[config.mk]
export PLATFORM = sky130hd
export DESIGN_NAME = synt_lock_ctrl_flat
export DESIGN_NICKNAME = d
export VERILOG_FILES = /design/src/rtl/synt_lock_ctrl_pkg.sv /design/src/rtl/synt_lock_ctrl_if.sv /design/src/rtl/synt_lock_ctrl.sv /design/src/flat_wrapper.sv
export SDC_FILE = /design/constraint.sdc
export NUM_CORES = 1
export LEC_CHECK = 0
export CORE_ASPECT_RATIO = 0.8
export CORE_MARGIN = 5
export CORE_UTILIZATION = 57
export CTS_CLUSTER_DIAMETER = 30
export DETAILED_ROUTE_END_ITERATION = 7
export PLACE_DENSITY = 0.82
export SKIP_CTS_REPAIR_TIMING = 1
export SLEW_MARGIN = 10
export SYNTH_ARGS = -nofsm -noshare
export SYNTH_HDL_FRONTEND = slang
export SYNTH_SLANG_ARGS = --single-unit
export TNS_END_PERCENT = 30
[constraint.sdc]
create_clock -name CLK -period 4.58 [get_ports CLK]
set_input_delay 0.916 -clock CLK [delete_from_list [all_inputs] [get_ports CLK]]
set_output_delay 0.916 -clock CLK [all_outputs]
set_load 0.05 [all_outputs]
[src/rtl/synt_lock_ctrl_pkg.sv]
// Shared types and constants for the synthesizer lock controller and its synth model.
package synt_pkg;

  typedef enum logic [2:0] {
    S_IDLE,
    S_PWRUP,
    S_CAL,
    S_WAIT,
    S_OFF,
    S_LOCKED,
    S_ERR
  } synt_state_e;

  // Ready count of the synthesizer model: PU cycles outside calibration before RDY rises.
  localparam int SYNT_READY_COUNT = 20;
  localparam int ATTEMPT_W        = 3;

  function automatic int max4(input int a, input int b, input int c, input int d);
    int m;
    m = a;
    if (b > m) m = b;
    if (c > m) m = c;
    if (d > m) m = d;
    return m;
  endfunction

endpackage

[src/rtl/synt_lock_ctrl_if.sv]
// Request/handshake bundle between sequencer, lock controller and synthesizer.
interface synt_lock_ctrl_if;
  import synt_pkg::*;

  logic                 EN;
  logic                 RDY_SYNT;
  logic                 PU_SYNT;
  logic                 CAL_SYNT;
  logic                 LOCKED;
  logic                 BUSY;
  logic                 LOCK_ERR;
  logic [ATTEMPT_W-1:0] ATTEMPT;

  modport master (
    input  EN, RDY_SYNT,
    output PU_SYNT, CAL_SYNT, LOCKED, BUSY, LOCK_ERR, ATTEMPT
  );

  modport slave (
    output EN, RDY_SYNT,
    input  PU_SYNT, CAL_SYNT, LOCKED, BUSY, LOCK_ERR, ATTEMPT
  );
endinterface

[src/rtl/synt_lock_ctrl.sv]
// Initiator side of the synthesizer power-up / calibration / lock handshake,
// with bounded wait, power-cycle retries and a sticky lock-failure flag.
module synt_lock_ctrl
  import synt_pkg::*;
#(
  parameter int PU_SETTLE   = 2,
  parameter int CAL_CYCLES  = 8,
  parameter int TIMEOUT_CYC = 64,
  parameter int PU_OFF      = 2,
  parameter int RETRIES     = 1
) (
  input  logic            CLK,
  input  logic            RSTN,
  synt_lock_ctrl_if.master sif
);

  localparam int CNT_W = $clog2(max4(PU_SETTLE, CAL_CYCLES, TIMEOUT_CYC, PU_OFF)) + 1;

  localparam logic [CNT_W-1:0]     SETTLE_LAST  = CNT_W'(PU_SETTLE - 1);
  localparam logic [CNT_W-1:0]     CAL_LAST     = CNT_W'(CAL_CYCLES - 1);
  localparam logic [CNT_W-1:0]     TIMEOUT_LAST = CNT_W'(TIMEOUT_CYC - 1);
  localparam logic [CNT_W-1:0]     OFF_LAST     = CNT_W'(PU_OFF - 1);
  localparam logic [ATTEMPT_W-1:0] RETRY_LIM    = ATTEMPT_W'(RETRIES);

  synt_state_e          state_q, state_d;
  logic [CNT_W-1:0]     cnt_q, cnt_d;
  logic [ATTEMPT_W-1:0] attempt_q, attempt_d;
  logic                 err_q, err_d;
  logic                 pu_q, pu_d;
  logic                 cal_q, cal_d;
  logic                 locked_q, locked_d;
  logic                 busy_q, busy_d;

  always_comb begin
    // NOTE: every combinational output gets a default first so no path leaves it
    // unassigned; otherwise synthesis infers a latch.
    state_d   = state_q;
    attempt_d = attempt_q;
    err_d     = err_q;

    unique case (state_q)
      S_IDLE: begin
        if (sif.EN) begin
          state_d   = S_PWRUP;
          attempt_d = '0;
          err_d     = 1'b0;
        end
      end
      S_PWRUP:  if (cnt_q == SETTLE_LAST) state_d = S_CAL;
      S_CAL:    if (cnt_q == CAL_LAST)    state_d = S_WAIT;
      S_WAIT: begin
        if (sif.RDY_SYNT) begin
          state_d = S_LOCKED;
        end else if (cnt_q == TIMEOUT_LAST) begin
          if (attempt_q < RETRY_LIM) begin
            state_d   = S_OFF;
            attempt_d = attempt_q + 1'b1;
          end else begin
            state_d = S_ERR;
          end
        end
      end
      S_OFF:    if (cnt_q == OFF_LAST) state_d = S_PWRUP;
      S_LOCKED: if (!sif.RDY_SYNT)    state_d = S_ERR;
      S_ERR:    state_d = S_ERR;
      default:  state_d = S_IDLE;
    endcase

    // Dropping the request overrides ready/timeout; the error flag and attempt
    // index stay visible until the next request.
    if (!sif.EN && state_q != S_IDLE) begin
      state_d   = S_IDLE;
      attempt_d = attempt_q;
      err_d     = err_q;
    end

    if (state_d == S_ERR) err_d = 1'b1;

    // Counter only runs in the timed states, so it cannot wrap while parked.
    if (state_d != state_q || !(state_q inside {S_PWRUP, S_CAL, S_WAIT, S_OFF}))
      cnt_d = '0;
    else
      cnt_d = cnt_q + 1'b1;

    pu_d     = state_d inside {S_PWRUP, S_CAL, S_WAIT, S_LOCKED};
    cal_d    = (state_d == S_CAL);
    locked_d = (state_d == S_LOCKED);
    busy_d   = state_d inside {S_PWRUP, S_CAL, S_WAIT, S_OFF};
  end

  always_ff @(posedge CLK) begin
    // NOTE: sequential state uses non-blocking assignments so every register
    // samples pre-edge values regardless of statement order.
    if (!RSTN) begin
      state_q   <= S_IDLE;
      cnt_q     <= '0;
      attempt_q <= '0;
      err_q     <= 1'b0;
      pu_q      <= 1'b0;
      cal_q     <= 1'b0;
      locked_q  <= 1'b0;
      busy_q    <= 1'b0;
    end else begin
      state_q   <= state_d;
      cnt_q     <= cnt_d;
      attempt_q <= attempt_d;
      err_q     <= err_d;
      pu_q      <= pu_d;
      cal_q     <= cal_d;
      locked_q  <= locked_d;
      busy_q    <= busy_d;
    end
  end

  assign sif.PU_SYNT  = pu_q;
  assign sif.CAL_SYNT = cal_q;
  assign sif.LOCKED   = locked_q;
  assign sif.BUSY     = busy_q;
  assign sif.LOCK_ERR = err_q;
  assign sif.ATTEMPT  = attempt_q;

endmodule

[src/flat_wrapper.sv]
// flat-port wrapper written by rule: the top's interface ports become plain ports
module synt_lock_ctrl_flat import synt_pkg::*;
#(
  parameter int PU_SETTLE   = 2,
  parameter int CAL_CYCLES  = 8,
  parameter int TIMEOUT_CYC = 64,
  parameter int PU_OFF      = 2,
  parameter int RETRIES     = 1
)
  (CLK, RSTN, sif_EN, sif_RDY_SYNT, sif_PU_SYNT, sif_CAL_SYNT, sif_LOCKED, sif_BUSY, sif_LOCK_ERR, sif_ATTEMPT);
  synt_lock_ctrl_if sif_i ();
  input  logic CLK;
  input  logic RSTN;
  input wire logic [$bits(sif_i.EN)-1:0] sif_EN;
  input wire logic [$bits(sif_i.RDY_SYNT)-1:0] sif_RDY_SYNT;
  output wire logic [$bits(sif_i.PU_SYNT)-1:0] sif_PU_SYNT;
  output wire logic [$bits(sif_i.CAL_SYNT)-1:0] sif_CAL_SYNT;
  output wire logic [$bits(sif_i.LOCKED)-1:0] sif_LOCKED;
  output wire logic [$bits(sif_i.BUSY)-1:0] sif_BUSY;
  output wire logic [$bits(sif_i.LOCK_ERR)-1:0] sif_LOCK_ERR;
  output wire logic [$bits(sif_i.ATTEMPT)-1:0] sif_ATTEMPT;
  assign sif_i.EN = sif_EN;
  assign sif_i.RDY_SYNT = sif_RDY_SYNT;
  assign sif_PU_SYNT = sif_i.PU_SYNT;
  assign sif_CAL_SYNT = sif_i.CAL_SYNT;
  assign sif_LOCKED = sif_i.LOCKED;
  assign sif_BUSY = sif_i.BUSY;
  assign sif_LOCK_ERR = sif_i.LOCK_ERR;
  assign sif_ATTEMPT = sif_i.ATTEMPT;
  synt_lock_ctrl #(.PU_SETTLE(PU_SETTLE), .CAL_CYCLES(CAL_CYCLES), .TIMEOUT_CYC(TIMEOUT_CYC), .PU_OFF(PU_OFF), .RETRIES(RETRIES)) u_core (.CLK(CLK), .RSTN(RSTN), .sif(sif_i));
endmodule
* Word level (Yosys, flattened, before mapping)
Index checks and enable logic that the tools add are counted.
** Cells by class
- Mux-type cells :: 19
- $lt $le $gt $ge :: 1
- Add/subtract/negate cells :: 2
- Equal/unequal tests :: 21
- Reductions and logical operators :: 15
- Bitwise operators :: 2
** Operator list (number)
- 3-bit two-way mux :: 12
- 3-bit case mux with 7 select lines :: 1
- 3-bit equality test, second input constant :: 6
- 3-bit by 2-bit equality test with 1-bit output, second input constant :: 4
- 4-bit nonzero test :: 3
- 7-bit by 1-bit adder with 7-bit output, second input constant :: 1
- 7-bit by 1-bit equality test with 1-bit output, second input constant :: 1
- 7-bit by 3-bit equality test with 1-bit output, second input constant :: 1
- 7-bit by 6-bit equality test with 1-bit output, second input constant :: 1
- 3-bit by 1-bit equality test with 1-bit output, second input constant :: 2
- 2-bit inequality test, second input constant :: 3
- 3-bit case mux with 2 select lines :: 1
- 6-bit AND reduction :: 1
- 2-bit nonzero test :: 3
- 1-bit two-way mux :: 4
- 2-bit by 1-bit inequality test with 1-bit output, second input constant :: 2
- 3-bit by 1-bit adder with 3-bit output, second input constant :: 1
- 3-bit zero test :: 1
- 3-bit by 1-bit less-than comparator with 1-bit output, second input constant :: 1
- 3-bit inequality test :: 1
- 3-bit AND reduction :: 1
- 3-bit nonzero test :: 1
- 1-bit zero test :: 2
- 2-bit two-way mux :: 1
- 4 further kinds :: 5
** Word-level totals
- Word-level logic and storage cells :: 68
- Register bits :: 18
- Output and inout port bits :: 8

* Logic depth before layout (Yosys ltp)
Gate-level depths: netlist of the first run.
- Depth in word-level cells :: 9
- Depth in mapped cells :: 8
- Depth with buffers taken out :: 8

* Worst setup path after synthesis of the first run
OpenSTA, ideal clock, no wires.
- Path kind :: input to register
- From :: input port sif_RDY_SYNT
- To :: register u_core.attempt_q[1], in the netlist u_core.sif.ATTEMPT[1]
- Library setup time :: 0.132 ns
- Cell stages on the path :: 5
- Slack :: 2.598 ns
- Data required time :: 4.448 ns
- Arrival time :: 1.850 ns
- Path through :: nor4_1 > a31oi_1 > nor2_1 > mux2i_1 > nor2_1
** On the way
- Longest elaborated chain between the ends :: 2
** RTL lines
- from (decl) :: RTL line flat_wrapper.sv:15 : input wire logic [$bits(sif_i.RDY_SYNT)-1:0] sif_RDY_SYNT;
- 2-bit inequality test (no line)
- 6-bit AND reduction (no line)
- to (signal assigned) :: RTL line synt_lock_ctrl.sv:106 : attempt_q <= attempt_d;
- to (decl) :: RTL line synt_lock_ctrl.sv:27 : logic [ATTEMPT_W-1:0] attempt_q, attempt_d;
Every way passes these cells.
A chain may end at the register's enable or synchronous reset.

* Worst setup path after layout of the first run
Ends and elaborated chain as after synthesis.

==> run metrics, run 1 <==
outcome=completed; post-route ant nets=0; num rows=13; IO buf count=11; Worst-path clk slew=0.10 ns; Hold Path Class=reg -> reg; final setup margin=2.10 ns; Multi-input gate area=556 sq um; initial core utilization=59.8%; Ys Warns=0; Final min period=2.48 ns; sw frac=29.7%; DR vias=892; # IOs=12; HPWL Detailed=1.54 mm; Worst path slowest cell=clkdlybuf4s50_1; total of max-cap violations=0; compound-cell area share of the yosys netlist=20.9%; largest net degree at the start of global routing=19; initial antenna violation count=0; Reg area=360 sq um; GPL Wtd Cong=0.894; Reg power frac=51.1%; Critical Setup Path Class=in -> reg; H-tree Lvls=1; Iter 0 DRT Violations=28; Post-Syn Area=962 sq um; setup TNS=0 ns; Nets=138; die area=2610 sq um; Die Y=46.8 um; internal power=0.237 mW; Endpoint, Worst Hold=u_core.cnt_q[0]; RSZ-0062 raised after global routing=no; clock share of power=29.0%; pre-CTS WS=1.81 ns; CTS tree=yes; layout cell share with drive strength beyond 1=7.69%; CTS Root Cell=clkbuf_4; Max Slew Vio Count=0; P&R area growth vs syn=15.2%; most used cell along the critical path=nor2_1; WP data required=4.75 ns; Post-synth ARST share=0%; synthesized instance count=120; top_reg_cell synth=dfxtp_1; synthesized area per cell=8.02 sq um; pwr/cell area=305 nW/um^2; P_sw=0.101 mW; synthesized net count=127; Slew @ Worst Pin=0.634 ns; Setup crit start kind=primary input; Worst EP arrival=2.65 ns; Reg2Reg Depth=6; Post-Synth Adder-Cell Area=3.90%; die width=55.9 um; worst r2r src=u_core.cnt_q[3]; fmax=404 MHz; first-pass GRT wire length=3.36 mm; filler instances=137; Hold Vio Cnt, Final=0; Placed Cells incl. Taps=148; Worst setup EP type=register; register area share after synthesis=37.5%; CTS Buf Count=3; CP Max Fanout=7; critical-path cell list=clkdlybuf4s50_1 -> nor4_1 -> a31oi_1 -> nor2_1 -> mux2i_1 -> nor2_1; insertion delay to the later sink of the worst-skew pair=0.29 ns; #FFs+latches synth=18; Simple-Gate Fraction of Synth Area=25.1%; Min Hold Slack=0.490 ns; relative slew slack=57.4%; drt pass-1 iters=5; final WL=2.10 mm; P_leak=0.393 nW; Worst VDD drop=232 uV; Worst Min Path Start=u_core.cnt_q[0]; Clock Skew=0.00278 ns; largest family of logic cells by synthesized area=simple AND/OR/NAND/NOR gates; vias in the first global route=750; Core ar.=1610 sq um; Wirelength per Cell=13.8 um; reg-to-reg slack, setup=2.49 ns; TritonCTS Sinks=18; DR vias/cell=5.87; combinational fraction of design power=19.9%; Post-Synth XOR/XNOR Area=4.55%; GR Overflow Total=0; post-synthesis mux area share=3.25%; Diodes inserted=0; fin cells=152; hold depth=1; synth unique cells=37; drt drc=0; Final setup viols=0; crit-path max cell delay=0.53 ns; GR Util All Layers=16.8%; Reg-to-Reg End=u_core.sif.PU_SYNT; period utilization=54.1%; Clock Path Buffers=2; Post-synth EDFFs=0
==> sequential cells by signal (all words and copies together) (netlist names) <==
signal               cells
u_core.cnt_q             7
u_core.sif.CAL_SYNT      1
u_core.sif.BUSY          1
u_core.state_q           3
u_core.sif.PU_SYNT       1
u_core.sif.LOCK_ERR      1
u_core.sif.LOCKED        1
u_core.sif.ATTEMPT       3
==> cells by family (layout without fill, tap and decap cells) <==
group | Yosys count | count (layout)
compound gates | 31 | 31
mux | 3 | 3
buf+inv | 10 | 20
xor+xnor | 5 | 5
flops | 18 | 18
simple gates | 50 | 50
fa+ha+maj | 3 | 3
==> cell usage after synthesis (2+ instances only) <==
library cell / number / area [sq um]
buf_2: 3 / 15.0
o211ai_1: 2 / 15.0
o31ai_1: 2 / 15.0
or2_2: 2 / 12.5
inv_1: 5 / 18.8
o22ai_1: 2 / 12.5
nor2_1: 23 / 86.3
a31oi_1: 3 / 18.8
o21ai_0: 7 / 35.0
a21oi_1: 6 / 30.0
nor3_1: 2 / 10.0
ha_1: 3 / 37.5
nand2b_1: 4 / 25.0
nand3_1: 3 / 15.0
xor2_1: 3 / 26.3
a21boi_0: 2 / 15.0
nand2_1: 8 / 30.0
xnor2_1: 2 / 17.5
mux2i_1: 2 / 20.0
nor4_1: 2 / 12.5
dfxtp_1: 18 / 360
==> layout by cell type (no fill, tap or decap), types with 2 or more instances in the layout <==
cell,instances
a21boi_0,2
a21oi_1,6
a31oi_1,3
clkbuf_4,3
clkdlybuf4s50_1,11
dfxtp_1,18
ha_1,3
inv_1,5
mux2i_1,2
nand2_1,8
nand2b_1,4
nand3_1,3
nor2_1,23
nor3_1,2
nor4_1,2
o211ai_1,2
o21ai_0,7
o22ai_1,2
o31ai_1,2
or2_2,2
xnor2_1,2
xor2_1,3
==> how the worst max path moves through the flow <==
stage	from	to	slack, ns	cells after the start
final	sif_RDY_SYNT	u_core.sif.ATTEMPT[1]	2.10	6
after detailed placement	sif_RDY_SYNT	u_core.sif.ATTEMPT[1]	1.81	6
after global routing	sif_RDY_SYNT	u_core.sif.ATTEMPT[1]	1.99	6
after CTS	u_core.sif.ATTEMPT[0]	sif_ATTEMPT[0]	2.12	1
after global placement	sif_RDY_SYNT	u_core.sif.ATTEMPT[1]	1.81	6
after floorplan	sif_RDY_SYNT	u_core.sif.ATTEMPT[1]	2.60	5
==> worst max-delay path: cells and delay by family <==
kind / cells / cell delay, ns
AND/OR/NAND/NOR: 3 / 0.82
buffers and inverters: 1 / 0.53
multiplexers: 1 / 0.24
AO/OA/AOI/OAI: 1 / 0.14
==> power groups by stage <==
stage	sequential, mW	clock [mW]	combinational [mW]
2_1_floorplan	0.184	0	0.0404
3_3_place_gp	0.176	0	0.0655
3_5_place_dp	0.176	0	0.0660
4_1_cts	0.172	0.101	0.0665
5_1_grt	0.174	0.108	0.0721
6_report	0.173	0.0980	0.0672
==> area by class of cell <==
cell class	count	share of cell area (%)
multi-input combinational	92	50.1
sequential	18	32.5
timing repair buffer	11	9.93
clock buffer	4	3.27
tap	22	2.48
inverter	5	1.69
==> per-layer routing <==
metal,GRT usage [%],routed length [um],up-vias
li1,-,-,447
met1,21.6,966,394
met2,24.5,887,47
met3,8.24,218,4
met4,6.64,26,0
met5,0,0,-
==> through the flow <==
stage	cell area (sq um)	util, %	power [mW]
after floorplan	962	-	0.224
after global placement	1070	66.6	0.241
after detailed placement	1070	66.6	0.242
after CTS	1110	68.8	0.339
after global routing	1110	68.8	0.353
final	1110	68.8	0.338
(Power assumes the default switching activity.)
==> run 2: changes to the inputs <==
- CORE_UTILIZATION: 57 -> 53
- PLACE_DENSITY: 0.82 -> 0.77
- clock period: 4.58 -> 2.55 ns (I/O delays scaled with it)
==> run 2 against run 1 <==
Effect of this change: die area up 6.0%; hold slack worse by 0.017 ns; via count shrank 2.0%; sequential cell count is the same; cell area fell by 1.2%; critical path type is now reg -> reg.
==> run metrics, run 2 (synthesis results as in run 1) <==
Max Slew Vio Count=0 (unchanged); IO buf count=11 (unchanged); P_leak=0.386 nW (-1.8%); Slew @ Worst Pin=0.610 ns (-0.0239 ns); Diodes inserted=0 (unchanged); HPWL Detailed=1.52 mm (-1.0%); pwr/cell area=516 nW/um^2 (+69%); post-route ant nets=0 (unchanged); Worst VDD drop=446 uV (+92%); Clock Path Buffers=2 (unchanged); Top reg by flops=u_core.cnt_q; Worst EP arrival=2.26 ns (-0.39 ns); die width=57.6 um (+3.0%); drt pass-1 iters=5 (unchanged); GPL Wtd Cong=0.867 (-2.9%); initial core utilization=57.4% (-2.3 points); filler instances=152 (+11%); CTS Root Cell=clkbuf_4; max reg flops=7 (unchanged); pre-CTS WS=0.183 ns (-1.63 ns); GR Overflow Total=0 (unchanged); Reg area=360 sq um (unchanged); vias in the first global route=765 (+2.0%); layout cell share with drive strength beyond 1=6.98% (-0.72 points); Worst setup EP type=register; CP Max Fanout=5 (-2); hold depth=2 (+1); DR vias/cell=5.79 (-1.4%); DR vias=874 (-2.0%); num rows=13 (unchanged); CTS Buf Count=3 (unchanged); Clock Skew=0.00876 ns (+0.00597 ns); relative slew slack=59.0% (+1.6 points); Final setup viols=0 (unchanged); largest net degree at the start of global routing=19 (unchanged); Worst-path clk slew=0.10 ns (about the same); Iter 0 DRT Violations=26 (-7.1%); Hold Vio Cnt, Final=0 (unchanged); Setup crit start kind=register; Reg2Reg Depth=6 (unchanged); drt drc=0 (unchanged); Nets=138 (unchanged); Core ar.=1680 sq um (+4.0%); WP data required=2.72 ns (-2.03 ns); Final min period=2.09 ns; Multi-input gate area=556 sq um (unchanged); insertion delay to the later sink of the worst-skew pair=0.29 ns (about the same); setup TNS=0 ns (unchanged); total of max-cap violations=0 (unchanged); Die Y=48.1 um (+2.9%); most frequent cells in the layout=nor2_1, dfxtp_1, clkdlybuf4s50_1; die area=2770 sq um (+6.0%); CTS tree=yes; most common cell after layout, fill and taps aside=nor2_1; # IOs=12 (unchanged); final WL=2.05 mm (-2.5%); TritonCTS Sinks=18 (unchanged); fmax=478 MHz; GR Util All Layers=16.1% (-0.63 points); Wirelength per Cell=13.5 um (-1.9%); P&R area growth vs syn=13.8%; Critical Setup Path Class=reg -> reg; initial antenna violation count=0 (unchanged); final setup margin=0.459 ns (-1.64 ns); RSZ-0062 raised after global routing=no; H-tree Lvls=1 (unchanged); period utilization=82.0%; first-pass GRT wire length=3.37 mm (+0.42%); outcome=completed; Hold Path Class=reg -> reg
-- run 2: cell types whose count changed in the layout (fill, tap and decap cells not counted), sizes merged --
cell    before  now
clkbuf       4    3
-- run 2: metal layers --
| layer | vias to the layer above | global-route usage, % | share of wire [%] |
|---|---|---|---|
| li1 | 443 | - | - |
| met5 | - | 0 | 0 |
| met3 | 4 | 5.56 | 10 |
| met2 | 44 | 23.4 | 41 |
| met1 | 383 | 22.6 | 47 |
| met4 | 0 | 5.09 | 1.3 |
-- run 2: layout make-up --
cell class              instances  area share [%]
inverters                       5            1.71
well taps                      22            2.51
multi-input cells              92            50.7
repair buffers                 11            10.1
clock buffers                   3            2.06
flip-flops and latches         18            32.9
-- run 2: final timing paths --
check                                    startpoint             endpoint  slack (ns)
worst min-delay path            u_core.sif.LOCK_ERR  u_core.sif.LOCK_ERR        0.47
worst max-delay path                u_core.cnt_q[3]   u_core.sif.PU_SYNT        0.46
worst max register to register      u_core.cnt_q[3]   u_core.sif.PU_SYNT        0.46
worst min register to register  u_core.sif.LOCK_ERR  u_core.sif.LOCK_ERR        0.47
-- run 2: where the power goes --
part / switching, mW / total (mW) / internal [mW]
clock: 0.0799 / 0.135 / 0.0549
combinational: 0.0736 / 0.120 / 0.0469
sequential: 0.0176 / 0.310 / 0.292
-- run 2: worst max-delay path, stage by stage (launching register included) --
cell     delay (ns)
dfxtp_1        0.36
or4_4          0.55
nor2_1         0.26
mux2_1         0.37
o21ai_2        0.17
nand2_1        0.10
nor3b_1        0.16
-- run 2: metrics by stage --
stage / util, % / power (mW) / std cells / hold slack (ns) / cell area [sq um]
CTS: 65.3 / 0.572 / 151 / 0.481 / 1090
detailed placement: 64.0 / 0.435 / 148 / 0.470 / 1070
floorplan: - / 0.402 / 120 / 0.445 / 962
global route: 65.3 / 0.590 / 151 / 0.496 / 1090
finish: 65.3 / 0.565 / 151 / 0.473 / 1090
global placement: 64.0 / 0.434 / 148 / 0.461 / 1070
